[src/rtl/ring_meas_scheduler_if.sv]
// Result port of the ring measurement scheduler: one 16-bit count per ring,
// tagged with its ring index, on a valid/ready handshake.
`timescale 1ns/1ps
interface ring_meas_scheduler_if #(
    parameter int N_RINGS = 8
);
    localparam int SEL_W = $clog2(N_RINGS);

    logic             res_valid;
    logic             res_ready;
    logic [15:0]      res_data;
    logic [SEL_W-1:0] res_ring;

    modport master (
        output res_valid,
        output res_data,
        output res_ring,
        input  res_ready
    );

    modport slave (
        input  res_valid,
        input  res_data,
        input  res_ring,
        output res_ready
    );
endinterface

[src/rtl/ring_meas_scheduler.sv]
// Sweeps ring oscillators through clear/gate/settle/capture windows, one result per ring.
// Define MEAS_AVG_EN to average 2**AVG_LOG2 windows per ring (AVG_LOG2 exists only then).
`timescale 1ns/1ps
module ring_meas_scheduler #(
`ifdef MEAS_AVG_EN
    parameter int AVG_LOG2   = 2,
`endif
    parameter int N_RINGS    = 8,
    parameter int GATE_CYC   = 100,
    parameter int CLR_CYC    = 2,
    parameter int SETTLE_CYC = 4,
    localparam int SEL_W     = $clog2(N_RINGS)
) (
    input  logic                 clk,
    input  logic                 rst,
    input  logic                 start,
    input  logic                 continuous,
    input  logic [N_RINGS-1:0]   ring_mask,
    output logic [SEL_W-1:0]     ring_sel,
    output logic                 cnt_clr,
    output logic                 cnt_en,
    input  logic [15:0]          cnt_value,
    ring_meas_scheduler_if.master res,
    output logic                 busy,
    output logic                 err_empty
);
    localparam int MAX_CYC = (GATE_CYC > CLR_CYC) ?
                             ((GATE_CYC > SETTLE_CYC) ? GATE_CYC : SETTLE_CYC) :
                             ((CLR_CYC > SETTLE_CYC) ? CLR_CYC : SETTLE_CYC);
    localparam int TMR_W   = $clog2(MAX_CYC + 1);

    typedef enum logic [2:0] {
        IDLE, CLEAR, GATE, SETTLE, CAPTURE, OUTPUT
    } state_t;

    state_t             state_q, state_d;
    logic [TMR_W-1:0]   timer_q;
    logic [N_RINGS-1:0] mask_q;
    logic [15:0]        res_data_q;
    logic [SEL_W-1:0]   res_ring_q;
    logic [SEL_W-1:0]   next_ring, first_ring;
    logic               has_next, mask_empty, last_win;
    logic               start_ok, hop, sweep_end, restart;

`ifdef MEAS_AVG_EN
    localparam int ACC_W = 16 + AVG_LOG2;
    localparam int WIN_W = (AVG_LOG2 > 0) ? AVG_LOG2 : 1;

    logic [ACC_W-1:0] acc_q, acc_sum;
    logic [WIN_W-1:0] win_q;

    assign acc_sum  = acc_q + ACC_W'(cnt_value);
    assign last_win = (win_q == WIN_W'((1 << AVG_LOG2) - 1));
`else
    assign last_win = 1'b1;
`endif

    // Smallest set bit of mask_q above the current ring, and lowest bit of the live mask
    always_comb begin
        has_next   = 1'b0;
        next_ring  = '0;
        first_ring = '0;
        for (int i = N_RINGS - 1; i >= 0; i--) begin
            if (mask_q[i] && (i > int'(ring_sel))) begin
                has_next  = 1'b1;
                next_ring = SEL_W'(i);
            end
            if (ring_mask[i]) begin
                first_ring = SEL_W'(i);
            end
        end
    end

    assign mask_empty = (ring_mask == '0);
    assign start_ok   = (state_q == IDLE) && start && !mask_empty;
    assign hop        = (state_q == OUTPUT) && res.res_ready && has_next;
    assign sweep_end  = (state_q == OUTPUT) && res.res_ready && !has_next;
    assign restart    = sweep_end && continuous && !mask_empty;

    always_comb begin
        state_d = state_q;
        case (state_q)
            IDLE:    if (start_ok) state_d = CLEAR;
            CLEAR:   if (timer_q == TMR_W'(CLR_CYC - 1)) state_d = GATE;
            GATE:    if (timer_q == TMR_W'(GATE_CYC - 1)) state_d = SETTLE;
            SETTLE:  if (timer_q == TMR_W'(SETTLE_CYC - 1)) state_d = CAPTURE;
            CAPTURE: state_d = last_win ? OUTPUT : CLEAR;
            OUTPUT: begin
                if (hop || restart) state_d = CLEAR;
                else if (sweep_end) state_d = IDLE;
            end
            default: state_d = IDLE;
        endcase
    end

    always_ff @(posedge clk or posedge rst) begin
        if (rst) begin
            state_q    <= IDLE;
            timer_q    <= '0;
            mask_q     <= '0;
            ring_sel   <= '0;
            res_data_q <= '0;
            res_ring_q <= '0;
            err_empty  <= 1'b0;
        end else begin
            state_q <= state_d;
            if (state_d != state_q) begin
                timer_q <= '0;
            end else if (state_q inside {CLEAR, GATE, SETTLE}) begin
                timer_q <= timer_q + 1'b1;
            end
            err_empty <= ((state_q == IDLE) && start && mask_empty) ||
                         (sweep_end && continuous && mask_empty);
            // The live mask is only looked at on sweep boundaries
            if (start_ok || restart) begin
                mask_q   <= ring_mask;
                ring_sel <= first_ring;
            end else if (hop) begin
                ring_sel <= next_ring;
            end
            if ((state_q == CAPTURE) && last_win) begin
`ifdef MEAS_AVG_EN
                res_data_q <= acc_sum[AVG_LOG2 +: 16];
`else
                res_data_q <= cnt_value;
`endif
                res_ring_q <= ring_sel;
            end
        end
    end

`ifdef MEAS_AVG_EN
    // Accumulator restarts whenever a new ring begins its first window
    always_ff @(posedge clk or posedge rst) begin
        if (rst) begin
            acc_q <= '0;
            win_q <= '0;
        end else if (start_ok || restart || hop) begin
            acc_q <= '0;
            win_q <= '0;
        end else if ((state_q == CAPTURE) && !last_win) begin
            acc_q <= acc_sum;
            win_q <= win_q + 1'b1;
        end
    end
`endif

    assign cnt_clr       = (state_q == IDLE) || (state_q == CLEAR);
    assign cnt_en        = (state_q == GATE);
    assign busy          = (state_q != IDLE);
    assign res.res_valid = (state_q == OUTPUT);
    assign res.res_data  = res_data_q;
    assign res.res_ring  = res_ring_q;
endmodule

[src/flat_wrapper.sv]
// flat-port wrapper written by rule: the top's interface ports become plain ports
module ring_meas_scheduler_flat 
#(

    parameter int N_RINGS    = 8,
    parameter int GATE_CYC   = 100,
    parameter int CLR_CYC    = 2,
    parameter int SETTLE_CYC = 4,
    localparam int SEL_W     = $clog2(N_RINGS)
)
  (clk, rst, start, continuous, ring_mask, ring_sel, cnt_clr, cnt_en, cnt_value, busy, err_empty, res_res_valid, res_res_data, res_res_ring, res_res_ready);
  ring_meas_scheduler_if #(.N_RINGS(N_RINGS)) res_i ();
  input  logic clk;
  input  logic rst;
  input  logic start;
  input  logic continuous;
  input  logic [N_RINGS-1:0] ring_mask;
  output logic [SEL_W-1:0] ring_sel;
  output logic cnt_clr;
  output logic cnt_en;
  input  logic [15:0] cnt_value;
  output logic busy;
  output logic err_empty;
  output wire logic [$bits(res_i.res_valid)-1:0] res_res_valid;
  output wire logic [$bits(res_i.res_data)-1:0] res_res_data;
  output wire logic [$bits(res_i.res_ring)-1:0] res_res_ring;
  input wire logic [$bits(res_i.res_ready)-1:0] res_res_ready;
  assign res_res_valid = res_i.res_valid;
  assign res_res_data = res_i.res_data;
  assign res_res_ring = res_i.res_ring;
  assign res_i.res_ready = res_res_ready;
  ring_meas_scheduler #(.N_RINGS(N_RINGS), .GATE_CYC(GATE_CYC), .CLR_CYC(CLR_CYC), .SETTLE_CYC(SETTLE_CYC)) u_core (.clk(clk), .rst(rst), .start(start), .continuous(continuous), .ring_mask(ring_mask), .ring_sel(ring_sel), .cnt_clr(cnt_clr), .cnt_en(cnt_en), .cnt_value(cnt_value), .res(res_i), .busy(busy), .err_empty(err_empty));
endmodule
[config.mk]
export PLATFORM = sky130hd
export DESIGN_NAME = ring_meas_scheduler_flat
export DESIGN_NICKNAME = d
export VERILOG_FILES = /design/src/rtl/ring_meas_scheduler_if.sv /design/src/rtl/ring_meas_scheduler.sv /design/src/flat_wrapper.sv
export SDC_FILE = /design/constraint.sdc
export NUM_CORES = 1
export LEC_CHECK = 0
export ABC_CLOCK_PERIOD_IN_PS = 1800
export BUFFER_PORTS_ARGS = -buffer_cell sky130_fd_sc_hd__buf_2
export CORE_MARGIN = 3
export CORE_UTILIZATION = 47
export DETAILED_ROUTE_END_ITERATION = 6
export GPL_ROUTABILITY_DRIVEN = 1
export HOLD_SLACK_MARGIN = 0.15
export PLACE_DENSITY_LB_ADDON = 0.25
export SYNTH_ARGS = -nofsm -noshare
export SYNTH_HDL_FRONTEND = slang
export SYNTH_SLANG_ARGS = --single-unit
[constraint.sdc]
create_clock -name clk -period 1.8 [get_ports clk]
set_input_delay 0.36 -clock clk [delete_from_list [all_inputs] [get_ports clk]]
set_output_delay 0.36 -clock clk [all_outputs]
set_load 0.005 [all_outputs]
; ---- Word-level counts from Yosys, hierarchy flattened
; Index checks and enable logic that the tools add are counted.
[word_totals]
regBits = 41
in_bits = 29
wordCells = 85
[classes]
add_sub_neg = 1
order_cmp = 7
n_eq_ne = 9
n_mux = 33
reduce_logical = 28
[ops]
columns = operator, count
row1 = 3-bit two-way mux, 23
row2 = 3-bit one-hot mux with 6 select lines, 1
row3 = 1-bit logical AND, 16
row4 = 7-bit two-way mux, 2
row5 = "3-bit greater-than comparator, first input constant", 4
row6 = 8-bit logical NOT, 1
row7 = "7-bit by 1-bit adder with 7-bit output, second input constant", 1
row8 = "7-bit by 1-bit == test with 1-bit output, second input constant", 1
row9 = "7-bit by 2-bit == test with 1-bit output, second input constant", 1
row10 = "7-bit == test, second input constant", 1
row11 = 1-bit two-way mux, 7
row12 = "3-bit by 2-bit == test with 1-bit output, second input constant", 2
row13 = "3-bit == test, second input constant", 2
row14 = "2-bit by 3-bit greater-than comparator with 1-bit output, first input constant", 2
row15 = 3-bit nonzero test, 2
row16 = 1-bit logical OR, 4
row17 = 2-bit nonzero test, 2
row18 = "3-bit by 1-bit == test with 1-bit output, second input constant", 1
row19 = "1-bit by 3-bit greater-than comparator with 1-bit output, first input constant", 1
row20 = 3-bit logical NOT, 1
row21 = 3-bit != test, 1
row22 = 1-bit logical NOT, 2

; ---- Longest topological paths before layout
; Gate-level depths: netlist (run 1).
[depth]
ltp_word = 18
ltp_mapped = 7

; ---- Least setup slack after synthesis (run 1)
; Ideal clock, no wire load.
[synth_timing]
kind = input to register
start = input ring_mask[4]
end = register u_core.ring_sel[1]
arrival_ns = 1.722
required_time_ns = 1.674
slack_ns = -0.048
stages = 5
path_cell_list = or4_1 -> or2_4 -> nand3_2 -> o21ai_4 -> o311a_1
[synth_via]
elab_chain_cells = 6
[synth_lines]
columns = element, line
row1 = from (decl), flat_wrapper.sv:17  ; input logic [N_RINGS-1:0] ring_mask;
row2 = 3-bit two-way mux (5 in series), ring_meas_scheduler.sv:68  ; if (ring_mask[i]) begin
row3 = 3-bit two-way mux, ring_meas_scheduler.sv:115  ; if (start_ok || restart) begin
row4 = to (signal assigned), ring_meas_scheduler.sv:117  ; ring_sel <= first_ring;
row5 = to (signal assigned), ring_meas_scheduler.sv:119  ; ring_sel <= next_ring;
row6 = to (decl), ring_meas_scheduler.sv:19  ; output logic [SEL_W-1:0] ring_sel,
; Parallel ways exist; a longest one is shown, timed or not.
; A chain may end at the register's enable or synchronous reset.

; ---- Worst setup path in the final report (run 1)
[layout_timing]
start = register u_core.mask_q[5]
end = register u_core.mask_q[3]
[layout_via]
elab_chain_cells = 11
[layout_lines]
columns = element, line
row1 = from (decl), ring_meas_scheduler.sv:38  ; logic [N_RINGS-1:0] mask_q;
row2 = from (signal assigned), ring_meas_scheduler.sv:116  ; mask_q <= ring_mask;
row3 = 1-bit logical AND, ring_meas_scheduler.sv:64  ; if (mask_q[i] && (i > int'(ring_sel))) begin
row4 = 1-bit two-way mux (5 in series), ring_meas_scheduler.sv:64
row5 = 1-bit logical NOT, ring_meas_scheduler.sv:77  ; assign sweep_end = (state_q == OUTPUT) && res.res_ready && !has_next;
row6 = 1-bit logical AND, ring_meas_scheduler.sv:77
row7 = 1-bit logical AND (2 in series), ring_meas_scheduler.sv:78  ; assign restart = sweep_end && continuous && !mask_empty;
row8 = 1-bit logical OR, ring_meas_scheduler.sv:115
; No other way between the ends.

==> results of run 1 <==
[cell usage after synthesis (3+ instances only)]
master / n / area (sq um)
inv_1: 6 / 22.52
and3_1: 3 / 18.77
o311a_1: 3 / 30.03
nand2b_1: 3 / 18.77
nand3_1: 4 / 20.02
a21oi_1: 11 / 55.05
mux2_2: 27 / 304.0
nand2_1: 10 / 37.54
nor3_1: 4 / 20.02
xor2_1: 6 / 52.55
nor2_1: 17 / 63.81
o21ai_0: 5 / 25.02
clkbuf_1: 4 / 15.01
o221ai_1: 3 / 26.28
o21bai_1: 3 / 22.52
a31oi_1: 3 / 18.77
nand4_1: 7 / 43.79
dfrtp_1: 40 / 1001
[per-stage QoR]
step	instances	setup TNS, ns
CTS	333	0
global route	334	-0.06373
global placement	324	-1.339
finish	334	0
floorplan	194	-0.003471
detailed placement	324	-1.807
[worst min path at each step]
stage	startpoint	endpoint	slack, ns	cells after the start
floorplan	u_core.mask_q[3]	u_core.mask_q[3]	0.47	1
global placement	u_core.res.res_ring[1]	u_core.res.res_ring[1]	0.49	1
detailed placement	u_core.res.res_data[12]	u_core.res.res_data[12]	0.49	1
CTS	rst	u_core.res.res_data[4]	0.18	3
global route	rst	u_core.res.res_data[8]	0.21	3
finish	rst	u_core.timer_q[0]	0.16	3
[state kept, by name, summed over array words and instances, names as in the netlist]
register	count
u_core.res.res_data	16
u_core.err_empty	1
u_core.state_q	3
u_core.ring_sel	3
u_core.res.res_ring	3
u_core.mask_q	7
u_core.timer_q	7
[worst max-delay path, delay by kind of cell, from the launching register on]
kind               cells  cell delay, ns
AOI/OAI and AO/OA      2            0.43
and+or+nand+nor        2            0.42
DFF                    1            0.42
muxes                  1            0.36
[per-layer routing]
layer	up-vias	track usage, %	wire, um	part of all wire [%]
li1	897	-	-	-
met3	10	5.647	354	7.0
met2	69	30.39	2288	46
met5	-	0	0	0
met1	863	27.98	2291	46
met4	0	7.377	91	1.8
[what timing repair did]
action	in CTS	in global routing
resized for setup	3	7
hold endpoints to repair	0	0
endpoints found under the setup margin	7	18
pin swaps	1	1
gates cloned	1	0
setup buffers	0	1
[cells by family after synthesis]
kind of cell / Yosys count / synth area share [%]
muxes: 27 / 14.34
DFF: 40 / 47.20
buffers and inverters: 13 / 2.890
xor gates and xnor gates: 6 / 2.478
AOI/OAI and AO/OA: 42 / 14.99
adders and majority gates: 2 / 1.180
and+or+nand+nor: 64 / 16.93
[where the power goes]
group / total, mW / internal, mW / switching (mW)
logic: 2.22 / 1.21 / 1.01
registers: 1.62 / 1.30 / 0.313
clock network: 0.626 / 0.275 / 0.352
total: 4.47 / 2.79 / 1.68
[cell type report]
type	instances	area, sq um
clock buffer	5	68.82
clock inverter	3	23.77
fill	325	1360
inverter	6	22.52
multi-input combinational	142	1109
sequential	40	1003
tap	50	62.56
timing repair buffer	88	523.0
==> flow_summary.yaml, run 1 <==
status:
  status: "finished, final reports clean"
power:
  power.density_nw_per_um2: 1588
  total_power_mw: 4.466
  power.leakage_nw: 1.321
  ir_drop_v: 0.0009130
worst_setup_path:
  setup.worst_path.start_class: "flip-flop"
  crit_arrival_ns: 1.92
  cp.required_ns: 1.99
  worstSetupEndpointType: "flip-flop"
  rr_worst_depth: 5
  critPathLaunch: "u_core.mask_q[5]"
  crit_slowest_cell: "dfrtp_1"
  r2r-end: "u_core.mask_q[3]"
  crit-reg2reg-launch: "u_core.mask_q[5]"
  endpoint: "u_core.mask_q[3]"
  critical_path_class: "flip-flop to flip-flop"
  critPathMaxStageDelay_ns: 0.42
  path_cells: "o21bai_1, and4_4, nand3_2, o21ai_4, mux2_2"
  cp_max_fo: 5
  rrSetupSlack_ns: 0.07
global_routing:
  antenna_found_initial: 0
  grt_max_degree: 41
  grt_pass1_vias: 1813
  grt-ovfl-total: 0
  track_usage_pct: 20.27
  grt_pass1_wl_um: 8335
die:
  initial_core_util_pct: 50.82
  pin_count: 56
  die_height_um: 73.18
  die_w_um: 73.18
  rows: 23
  die_area_sq_um: 5355
  core_sq_um: 4173
timing:
  hold_viol: 0
  min_period_ns: 1.728
  max_slew_margin_pct: 66.19
  worst_slew_pin_slew_ns: 0.5071
  slew_violations: 0
  holdWs_ns: 0.1625
  setup_viol: 0
  rsz0062_at_grt: "true"
  max_freq_mhz: 578.6
  finalClockSkew_ns: 0.009208
  setup_slack_ns: 0.07183
  period_share_pct: 96.01
route:
  via_per_inst: 5.506
  wl_per_cell_um: 15.05
  drc: 0
  drt_wl_total_um: 5026
  drtIter0Drc: 69
  dr.pass1.iters: 4
  num_vias: 1839
  final_antenna_net_count: 0
synth:
  synthFlopType: "dfrtp_1"
  yosysWarningCount: 0
  synth_cell_type_count: 47
  synth_edf_count: 0
  yosysSeqAreaShare_pct: 47.20
  synth_seq_cells: 40
  syn_inst: 194
  avgSynthCellArea_sq_um: 10.93
  synthesis.nets: 225
  synthArstFlopShare_pct: 100.0
  syn_area_sq_um: 2121
final_layout:
  synthToLayoutAreaGrowth_pct: 32.63
  final_util_pct: 67.41
  most-common-layout-cells: "buf_2, dfrtp_1, buf_4"
  final_common_cell: "buf_2"
  n_antenna_cell: 0
  postLayoutCellArea_sq_um: 2813
  layout.nets: 314
  drive_above_1_share_pct: 51.41
clock_tree:
  clock-sinks: 40
  cts_max_path_buffers: 2
  worstSkewPairLatency_ns: 0.31
  clockRootBuffer: "clkbuf_8"
  cts.clk_slew.worst_paths_ns: 0.09
  cts_tree: "built"
  numCtsBuffers: 5
  cts_hold_buf: 0
  h-tree-depth: 2
placed_design:
  postPlaceCellArea_sq_um: 2669
  finalWeightedCongestion: 0.8216
  hpwl_um: 3717
  place_ws_ns: -0.1762
  port_buffers: 55
hold_path:
  hp-class: "input pin to asynchronous set/reset pin"
run:
  cap_violations: 0
Power figures use the tool's default switching activity.
==> inputs of run 2 (changes only) <==
--- a/config.mk
+++ b/config.mk
@@ -5,6 +5,7 @@
 export SDC_FILE = /design/constraint.sdc
 export NUM_CORES = 1
 export LEC_CHECK = 0
+export ABC_AREA = 1
 export ABC_CLOCK_PERIOD_IN_PS = 1800
 export BUFFER_PORTS_ARGS = -buffer_cell sky130_fd_sc_hd__buf_2
 export CORE_MARGIN = 3
==> run 2 against run 1 <==
Effect of this change:
- global-route usage is 1.8 points lower
- cell count grew 15%
- sequential share of layout area rose by 1.2 points
- critical path type unchanged
- highest routed layer unchanged
- routed wire length shrank 7.0%
- first-iteration DRC count grew 26%
- flip-flop and latch count did not move
- clock power shrank 1%
- synthesized area grew 1.1%
==> flow_summary.yaml, run 2 <==
power:
  p_switching_mw: 1.772
  total_power_mw: 4.227
  power.leakage_nw: 1.418
  seqPwrFrac_pct: 37.0
  clkPwrFrac_pct: 14.7
  ir_drop_v: 0.0007610
  switching_share_pct: 41.93
  power.density_nw_per_um2: 1546
  p_comb_share_pct: 48.3
  p_int_mw: 2.455
timing:
  hold_viol: 0
  setup_viol: 0
  max_freq_mhz: 580.9
  worst_slew_pin_slew_ns: 0.4848
  slew_violations: 0
  min_period_ns: 1.721
  period_share_pct: 95.63
  rsz0062_at_grt: "true"
  holdWs_ns: 0.1903
  finalClockSkew_ns: 0.003106
  setup_slack_ns: 0.07858
  max_slew_margin_pct: 67.68
  setup-tns-final_ns: 0
final_layout:
  most-common-layout-cells: "nand2_1, buf_2, dfrtp_1"
  fillers: 364
  postLayoutCellArea_sq_um: 2734
  drive_above_1_share_pct: 41.49
  register_area_sq_um: 1007
  layout.cells.non_filler: 385
  synthToLayoutAreaGrowth_pct: 27.55
  final_common_cell: "nand2_1"
  largest_register_ffs: 16
  final_util_pct: 65.07
  layout.nets: 365
  multi_input_area_sq_um: 1077
  n_antenna_cell: 0
worst_setup_path:
  crit_family: "simple AND/OR/NAND/NOR gates"
  worst-path-buf-inv: 3
  crit_arrival_ns: 1.90
  path_cells: "inv_2, ha_4, inv_2, nor2_2, nand2_1, nand2_1, nand3_1, nor2_1, nand2_1, inv_2, nand2_2, nand2_2, nand2_2, nand3_4, nor2_2"
  crit_slowest_cell: "dfrtp_1"
  setup.worst_path.start_class: "flip-flop"
  critical_path_class: "flip-flop to flip-flop"
  rrSetupSlack_ns: 0.08
  cp.required_ns: 1.98
  worstSetupEndpointType: "flip-flop"
  critPathMaxStageDelay_ns: 0.41
  cp_max_fo: 7
placed_design:
  finalWeightedCongestion: 0.8919
  postPlaceCellArea_sq_um: 2525
  place_ws_ns: 0.03900
  dp.cells: 372
  port_buffers: 55
  hpwl_um: 3479
clock_tree:
  numCtsBuffers: 5
  cts_tree: "built"
  h-tree-depth: 2
  cts_max_path_buffers: 2
  cts_hold_buf: 0
  clock-sinks: 40
  worstSkewPairLatency_ns: 0.29
  clockRootBuffer: "clkbuf_8"
  cts.clk_slew.worst_paths_ns: 0.08
global_routing:
  antenna_found_initial: 0
  grt-ovfl-total: 0
  grt_max_degree: 41
  track_usage_pct: 18.45
  grt_pass1_wl_um: 7762
  grt_pass1_vias: 1811
route:
  drt_wl_total_um: 4674
  num_vias: 1897
  drtIter0Drc: 87
  wl_per_cell_um: 12.14
  final_antenna_net_count: 0
  drc: 0
  dr.pass1.iters: 4
  via_per_inst: 4.927
synth:
  avgSynthCellArea_sq_um: 8.149
  synth_cell_type_count: 31
  post-synth-top-count-cell: "nand2_1"
  syn_inst: 263
  yosysWarningCount: 0
  yosysTopAreaCell: "dfrtp_1"
  synthFlopType: "dfrtp_1"
  synth_edf_count: 0
  synthesis.nets: 294
  synth_top_cell_area_share_pct: 46.70
  synthArstFlopShare_pct: 100.0
  ys_top_cells_by_count: "nand2_1, dfrtp_1, inv_1"
  synth_seq_cells: 40
  synth_area_leaders: "dfrtp_1, nand2_1, inv_1"
  syn_area_sq_um: 2143
  yosysSeqAreaShare_pct: 46.70
die:
  rows: 23
  initial_core_util_pct: 51.01
  die_w_um: 73.53
  core_sq_um: 4202
  pin_count: 56
  die_area_sq_um: 5407
  die_height_um: 73.53
status:
  status: "finished, final reports clean"
run:
  cap_violations: 0
hold_path:
  hp-class: "input pin to asynchronous set/reset pin"
## run 2: cell types whose count changed after synthesis, sizes merged, moves of 4 or more
cell / change
nand2: +95
inv: +23
and3: -4
mux2: -27
a21oi: -8
nor2: +8
nand4: -4
nand3: +8
o21ai: +11
## run 2: kinds of logic after synthesis
family / after synthesis / synth area share [%]
buffers and inverters: 34 / 6.129
AND/OR/NAND/NOR: 153 / 36.02
flip-flops: 40 / 46.70
XOR/XNOR: 6 / 2.452
adder cells (fa/ha/maj): 2 / 1.167
AO/OA/AOI/OAI: 28 / 7.530
## run 2: layer usage
metal | share of wire, % | global-route usage, % | up-vias
li1 | - | - | 969
met1 | 44 | 23.47 | 870
met2 | 49 | 30.91 | 51
met3 | 6.2 | 4.241 | 7
met4 | 1.2 | 6.036 | 0
met5 | 0 | 0 | -
## run 2: timing repair
action                     in CTS  in global routing
gates resized for setup         0                 29
buffers inserted                0                  5
setup endpoints to repair       0                 16
## run 2: worst paths after layout
path | cells past startpoint | to | start
max in group asynchronous | 3 | u_core.state_q[2] | rst
worst min register to register | 2 | u_core.res.res_data[3] | u_core.res.res_data[3]
min in group clk | 3 | u_core.res.res_data[14] | cnt_value[14]
worst min-delay path | 3 | u_core.mask_q[2] | rst
worst max register to register | 15 | u_core.timer_q[5] | u_core.timer_q[1]
worst max-delay path | 15 | u_core.timer_q[5] | u_core.timer_q[1]
## run 2: cell type report
type | count | share of cell area [%]
clock inverter | 2 | 0.5034
sequential | 40 | 36.84
timing repair buffer | 68 | 13.64
clock buffer | 6 | 3.021
inverter | 30 | 4.302
tap | 50 | 2.288
multi-input combinational | 189 | 39.40
## run 2: worst reg2reg max path: cells and delay by family (launching register included)
family	cells	cell delay, ns
flops	1	0.41
simple gates	11	0.90
fa+ha+maj	1	0.12
buf+inv	3	0.19
## run 2: power groups by stage
stage	clock network, mW	registers [mW]	logic (mW)
after global routing	0.692	1.61	2.27
after floorplan	0	1.51	1.28
final	0.620	1.56	2.04
after detailed placement	0	1.53	1.91
after global placement	0	1.54	1.86
after CTS	0.643	1.52	1.91
